File: config.mk
export PLATFORM = sky130hd
export DESIGN_NAME = sram_arbiter
export DESIGN_NICKNAME = d
export VERILOG_FILES = /design/src/rtl/sram_arbiter.sv
export SDC_FILE = /design/constraint.sdc
export NUM_CORES = 1
export LEC_CHECK = 0
export ABC_AREA = 1
export BUFFER_PORTS_ARGS = -buffer_cell sky130_fd_sc_hd__buf_2
export CORE_ASPECT_RATIO = 0.7
export CORE_UTILIZATION = 36
export CTS_CLUSTER_DIAMETER = 200
export DETAILED_ROUTE_END_ITERATION = 8
export PLACE_DENSITY = 0.76
export SYNTH_ARGS = -nofsm -noshare
export SYNTH_HDL_FRONTEND = slang
export SYNTH_SLANG_ARGS = --single-unit
File: constraint.sdc
create_clock -name clk -period 1.9 [get_ports clk]
set_input_delay 0.285 -clock clk [delete_from_list [all_inputs] [get_ports clk]]
set_output_delay 0.285 -clock clk [all_outputs]
set_load 0.02 [all_outputs]
File: src/rtl/sram_arbiter.sv
`default_nettype none
// ============================================================================
// Module   : sram_arbiter
// Brief    : Two-port round-robin arbiter for one single-port sync SRAM, with
//            capped locked bursts. Optional perf counters: SRAM_ARB_PERF_EN.
// Revision : 1.0 - initial release
// ============================================================================
module sram_arbiter #(
    parameter int DATA_WIDTH = 8,
    parameter int ADDR_WIDTH = 4,
    parameter int MAX_BURST  = 4
) (
    input  logic                    clk,
    input  logic                    rst,
    input  logic [1:0]              i_req_valid,
    output logic [1:0]              o_req_ready,
    input  logic [1:0]              i_req_we,
    input  logic [1:0]              i_req_lock,
    input  logic [2*ADDR_WIDTH-1:0] i_req_addr,
    input  logic [2*DATA_WIDTH-1:0] i_req_wdata,
    output logic [1:0]              o_rsp_valid,
    output logic [DATA_WIDTH-1:0]   o_rsp_data,
    output logic                    o_sram_cs,
    output logic                    o_sram_we,
    output logic [ADDR_WIDTH-1:0]   o_sram_addr,
    output logic [DATA_WIDTH-1:0]   o_sram_din,
    input  logic [DATA_WIDTH-1:0]   i_sram_dout
`ifdef SRAM_ARB_PERF_EN
    ,
    output logic [15:0]             o_grant_cnt0,
    output logic [15:0]             o_grant_cnt1,
    output logic [15:0]             o_conflict_cnt
`endif
);

    localparam int            CW        = (MAX_BURST > 1) ? $clog2(MAX_BURST) : 1;
    localparam logic [CW-1:0] C_CNT_MAX = CW'(MAX_BURST - 1);

    typedef enum logic [1:0] {
        ST_IDLE = 2'd0,
        ST_OWN0 = 2'd1,
        ST_OWN1 = 2'd2
    } owner_t;

    owner_t        r_owner, w_owner_nxt, w_own_g;
    logic          r_last_grant, w_last_nxt;
    logic [CW-1:0] r_burst_cnt, w_cnt_nxt;
    logic [1:0]    r_rd_pend, w_rd_pend_nxt;
    logic          w_gnt_vld;
    logic          w_gnt;

    always_ff @(posedge clk or posedge rst) begin
        if (rst) begin
            r_owner      <= ST_IDLE;
            r_last_grant <= 1'b1;
            r_burst_cnt  <= '0;
            r_rd_pend    <= 2'b00;
        end else begin
            r_owner      <= w_owner_nxt;
            r_last_grant <= w_last_nxt;
            r_burst_cnt  <= w_cnt_nxt;
            r_rd_pend    <= w_rd_pend_nxt;
        end
    end

    always_comb begin
        w_gnt_vld     = 1'b0;
        w_gnt         = 1'b0;
        w_owner_nxt   = r_owner;
        w_last_nxt    = r_last_grant;
        w_cnt_nxt     = r_burst_cnt;
        w_rd_pend_nxt = 2'b00;

        case (i_req_valid)
            2'b01: w_gnt_vld = 1'b1;
            2'b10: begin
                w_gnt_vld = 1'b1;
                w_gnt     = 1'b1;
            end
            2'b11: begin
                w_gnt_vld = 1'b1;
                // A lock only wins contention until its count hits the cap.
                case (r_owner)
                    ST_OWN0: w_gnt = (r_burst_cnt == C_CNT_MAX);
                    ST_OWN1: w_gnt = (r_burst_cnt != C_CNT_MAX);
                    default: w_gnt = ~r_last_grant;
                endcase
            end
            default: ;
        endcase

        // Reset forces the handshake and SRAM strobes low immediately.
        if (rst) begin
            w_gnt_vld = 1'b0;
        end

        w_own_g = w_gnt ? ST_OWN1 : ST_OWN0;

        if (w_gnt_vld) begin
            w_last_nxt = w_gnt;
            if (i_req_lock[w_gnt]) begin
                w_owner_nxt = w_own_g;
                if (r_owner == w_own_g) begin
                    w_cnt_nxt = (r_burst_cnt == C_CNT_MAX) ? r_burst_cnt
                                                           : r_burst_cnt + CW'(1);
                end else begin
                    w_cnt_nxt = '0;
                end
            end else begin
                w_owner_nxt = ST_IDLE;
                w_cnt_nxt   = '0;
            end
            if (!i_req_we[w_gnt]) begin
                w_rd_pend_nxt = w_gnt ? 2'b10 : 2'b01;
            end
        end
    end

    assign o_req_ready = w_gnt_vld ? (w_gnt ? 2'b10 : 2'b01) : 2'b00;
    assign o_sram_cs   = w_gnt_vld;
    assign o_sram_we   = w_gnt_vld & i_req_we[w_gnt];
    assign o_sram_addr = w_gnt ? i_req_addr[ADDR_WIDTH +: ADDR_WIDTH]
                               : i_req_addr[0 +: ADDR_WIDTH];
    assign o_sram_din  = w_gnt ? i_req_wdata[DATA_WIDTH +: DATA_WIDTH]
                               : i_req_wdata[0 +: DATA_WIDTH];
    assign o_rsp_valid = r_rd_pend;
    assign o_rsp_data  = i_sram_dout;

`ifdef SRAM_ARB_PERF_EN
    always_ff @(posedge clk or posedge rst) begin
        if (rst) begin
            o_grant_cnt0   <= 16'h0000;
            o_grant_cnt1   <= 16'h0000;
            o_conflict_cnt <= 16'h0000;
        end else begin
            if (o_req_ready[0] && (o_grant_cnt0 != 16'hFFFF)) begin
                o_grant_cnt0 <= o_grant_cnt0 + 16'h0001;
            end
            if (o_req_ready[1] && (o_grant_cnt1 != 16'hFFFF)) begin
                o_grant_cnt1 <= o_grant_cnt1 + 16'h0001;
            end
            if ((i_req_valid == 2'b11) && (o_conflict_cnt != 16'hFFFF)) begin
                o_conflict_cnt <= o_conflict_cnt + 16'h0001;
            end
        end
    end
`endif

endmodule
`default_nettype wire

[Word level (Yosys, flattened, before mapping)]
Cells that the tools add are included.
Word-level totals
  bits in registers: 7
Operators by class
  $add $sub $neg: 1
  order comparisons: 1
  equality and inequality tests: 9
  multiplexer cells: 18
  bitwise gates (word level): 2
  reductions and logical operators: 2
Operator list (number)
  two-way mux 2 bit: 8
  equality test 2 bit (second input constant): 4
  two-way mux 8 bit: 1
  two-way mux 1 bit: 6
  equality test 2 x 1 -> 1 bit (second input constant): 2
  two-way mux 4 bit: 1
  one-hot mux 1 bit (2 select lines): 2
  != test 3 bit (second input constant): 1
  OR reduction 3 bit: 1
  adder 2 x 1 -> 2 bit (second input constant): 1
  equality test 2 bit: 1
  less-than comparator 1 x 2 -> 1 bit (second input constant): 1
  != test 2 bit (second input constant): 1
  AND reduction 2 bit: 1
  AND 1 bit: 1
  NOT 1 bit: 1

[Depth between registers and ports, before layout]
  depth after elaboration: 7
  mapped depth: 13

[Least setup slack after synthesis]
No wires, ideal clock.
  path kind: flip-flop to output port
  from: register r_owner[0]
  to: output o_sram_we
  arrival time: 1.712 ns
  setup slack: -0.097 ns
  cell stages (with the launch flop): 10
  buffers on the path: 0
  cells stage by stage: dfrtp_1 > inv_1 > ha_1 > a21boi_2 > nand2_2 > nand2_4 > inv_2 > nor2_1 > nand2_1 > nand2_1
On the way
  longest elaborated chain between the ends: 6
  elaborated cells between the ends (all ways): 7
  those cells by class: 2 x eq/ne; 4 x mux; 1 x bitwise
RTL lines
  start, declared: RTL line 45  | owner_t r_owner, w_owner_nxt, w_own_g;
  start signal, assigned: RTL line 59  | r_owner <= w_owner_nxt;
  equality test 2 bit or equality test 2 x 1 -> 1 bit (tied branches): RTL line 83  | case (r_owner)
  one-hot mux 1 bit (2 select lines) *: RTL line 83
  one-hot mux 1 bit (2 select lines) *: RTL line 74  | case (i_req_valid)
  two-way mux 1 bit (implied by the code) * (2 in series): RTL line 121  | assign o_sram_we = w_gnt_vld & i_req_we[w_gnt];
  AND 1 bit *: RTL line 121
  end, declared: RTL line 24  | output logic o_sram_we,
Every way passes the cells marked *; elsewhere a longest branch is shown, timed or not. The select of a mux whose other input is x is not followed.

[Worst setup path after layout]
  from: register r_owner[0]
  to: output o_sram_din[0]
On the way
  longest elaborated chain between the ends: 4
  elaborated cells between the ends (all ways): 5
  those cells by class: 2 x eq/ne; 3 x mux
RTL lines
  equality test 2 bit or equality test 2 x 1 -> 1 bit (tied branches): RTL line 83
  one-hot mux 1 bit (2 select lines) *: RTL line 83
  one-hot mux 1 bit (2 select lines) *: RTL line 74
  two-way mux 8 bit *: RTL line 124  | assign o_sram_din = w_gnt ? i_req_wdata[DATA_WIDTH +: DATA_WIDTH]
  end, declared: RTL line 26  | output logic [DATA_WIDTH-1:0] o_sram_din,
Every way passes the cells marked *; elsewhere a longest branch is shown, timed or not.

==> results.md <==
* Sinks on Clock Net at 7
* CP peak stage delay at 0.40 ns
* Most common cell after layout, fill and taps aside: buf_2
* Worst hold path type: primary input to async pin
* Largest net degree at the start of global routing at 8
* Design area at 1340 sq um
* # rows at 12
* Area share of xor/xnor cells in the synthesized design at 0%
* Syn Inst Count at 111
* ANT cells at 0
* Simple-gate area share of the yosys netlist at 45.3%
* DR WL/cell at between 15 and 20 um
* Layout area overhead at 93.0%
* Actual slew at the worst max-slew pin at 0.461 ns
* HPWL after detailed placement at 1640 um
* Worst vdd ir at 548 uV
* Commonest non-fill, non-tap cells in the layout: 34 x buf_2, 30 x nand2_1, 17 x buf_6
* Core ar. at roughly 1700 sq um
* Crit start category: flip-flop
* Drt first pass iters at 4
* Post-synthesis adder-cell area fraction at 5.40%
* Cell Area, Synth at 696 sq um
* Setup ws final at -0.181 ns
* Critical Path AT at 1.80 ns
* Hold_ws at 0.0832 ns
* Yosys warns at 0
* Antenna Violating Nets Remaining at 0
* Die area at 2120 sq um
* # IOs at 66
* Final Core Density at 79.1%
* Root Buffer: clkbuf_4
* Final period demand of the worst path at 2.08 ns
* Fin crit share at 110%
* Gpl congestion at roughly 0.83
* Slew Limit Fails at 0
* Status: finished, violations left
* Worst Path Required at 1.62 ns
* Synthesized Nets at roughly 150
* Leak Pwr at 0.741 nW
* Crit path buf inv count at 4
* Yosys reg bits at 7
* Fraction of layout cells with a size suffix above 1 at between 60% and 70%
* Final Hold Fails at 0
* Worst path top cell family by delay: flip-flops
* Starting density of the core at 41.0%
* Vias in the first global route at ~850
* Seq/Total Area, Yosys at between 20% and 30%
* Largest family of logic cells by synthesized area: simple AND/OR/NAND/NOR gates
* Compound-Gate Fraction of Synth Area at 5.40%
* Skew final at 0.00700 ns
* Dominant cell type by area after synthesis: nand2_1
* Slew margin rel. at 69.3%
* Worst-path cell chain: inv_2 > ha_4 > a21boi_4 > nand2_4 > nand2_8 > inv_12 > buf_12 > nand2_2 > nand2_2 > buf_6
* CP most frequent cell: nand2_2
* Met2 usage at a little over two fifths
* Mean area per synthesized cell at 6.27 sq um
* Number of I/O port buffers at between 40 and 50
* Final Setup Violations at 15
* Worst-Skew Late Latency at approximately 0.27 ns
* FF-to-FF Start: r_owner[0]
* Failing checks: negative setup slack
* Maxcap violations at 0
* Die W at 54.5 um
* Final Power at 872 uW
* Via count at roughly 1000
* CTS Hold Bufs at 0
* First-pass GRT wire length at 3910 um
* GRT Max-Usage Layer: met2
* Initial antenna violation count at 0
* Crit path from: r_owner[0]
* Post-synthesis mux area share at 0%
* Synth area leaders: nand2_1 27%, dfrtp_1 22%, buf_4 8.6%, inv_1 5.9%, nand3_1 5.8%
* Clk buf depth at 2
* Total gr overflow at 0
* CP Class: flip-flop to output pin
* GRT Total Usage at between 20% and 30%
* Peak fanout along the critical path at 7
* Critical path capture point type: output pin
* Die Height at 38.8 um
* Unrepaired setup endpoints after global routing: true
* Synth top area share at 27.0%
* Drt drc at 0
* CTS H-Tree Depth at 1
* Cts bufs inserted at 3
* Vias per cell at 5.31
* FMAX at 0.480 GHz
* Met1 Use GR at between 30% and 40%
* Detailed Route WL at 3130 um
* Fin cells at between 150 and 200
* Yosys cell types at 20
* CTS clk-pin slew, worst paths at 0.06 ns
* DRT iter0 DRCs at 45
* CTS tree: built
* Dpl cells at ~170
* Critical path's slowest cell: dfrtp_1
* Power density over cell area at 649 nW/um^2
* GR Util met3 at under 10%
* Nets at 213
* Placed Instance Area at 916 sq um
-- state kept, by name (all words and copies together) (netlist names) --
register and flops:
o_rsp_valid 2, r_last_grant 1, r_owner 2, r_burst_cnt 2
-- path summary, 6_finish.rpt --
path,endpoint,slack (ns),depth (start not counted)
setup reg to reg,r_burst_cnt[0],0.11,12
min in group clk,o_rsp_valid[0],0.20,2
hold / removal,r_owner[0],0.08,3
max in group asynchronous,r_last_grant,1.60,3
setup / recovery,o_sram_din[0],-0.18,10
hold reg to reg,r_burst_cnt[1],0.55,2
-- cells by family after synthesis --
family          count (synthesis)
compound gates                  5
fa+ha+maj                       3
buf+inv                        24
flops                           7
simple gates                   72
-- power breakdown --
| part | internal (mW) | switching (mW) |
|---|---|---|
| clock | 0.0808 | 0.0652 |
| sequential | 0.167 | 0.0122 |
| combinational | 0.257 | 0.290 |
| total | 0.505 | 0.367 |
-- area by class of cell --
class / count / area [sq um]
clock buffers: 4 / 26.3
fillers: 105 / 354
inverters: 14 / 65.1
multi-input cells: 80 / 549
flip-flops and latches: 7 / 176
well taps: 21 / 26.3
repair buffers: 64 / 499
-- metal layers --
layer / vias to the layer above / part of all wire [%]
met5: - / 0
met3: 31 / 7.7
li1: 448 / -
met4: 0 / 5.9
met1: 465 / 36
met2: 65 / 50
-- per-stage QoR --
| step | setup TNS, ns | setup WS (ns) |
|---|---|---|
| 5_1_grt | -2.86 | -0.245 |
| 3_3_place_gp | 0 | 0.0857 |
| 6_report | -1.89 | -0.181 |
| 3_5_place_dp | 0 | 0.0110 |
| 4_1_cts | -1.37 | -0.117 |
| 2_1_floorplan | 0 | 0.0195 |
-- Yosys cell counts --
cell type and n:
dfrtp_1 6, nand3_1 8, nand2_4 1, nand3_2 2
buf_2 1, ha_1 3, dfstp_2 1, nor3_2 1
nand2_1 50, o21ai_0 2, buf_4 8, nand2_2 3
nor3_1 1, inv_1 11, o21ai_2 1, o21bai_1 1
nor2_1 6, inv_2 3, a21boi_2 1, buf_6 1
-- worst register-to-register path, delay by kind of cell, from the launching register on --
kind | cells | cell delay [ns]
flip-flops | 1 | 0.40
buffers and inverters | 3 | 0.35
AO/OA/AOI/OAI | 1 | 0.16
AND/OR/NAND/NOR | 7 | 0.55
adder cells (fa/ha/maj) | 1 | 0.22
-- repair_timing --
item,4_1_cts,5_1_grt
endpoints found under the setup margin,15,15
buffers inserted,8,3
gates cloned,1,0
pin swaps,10,12
resized for setup,63,24
No activity file was read; power rests on OpenSTA's default activity.
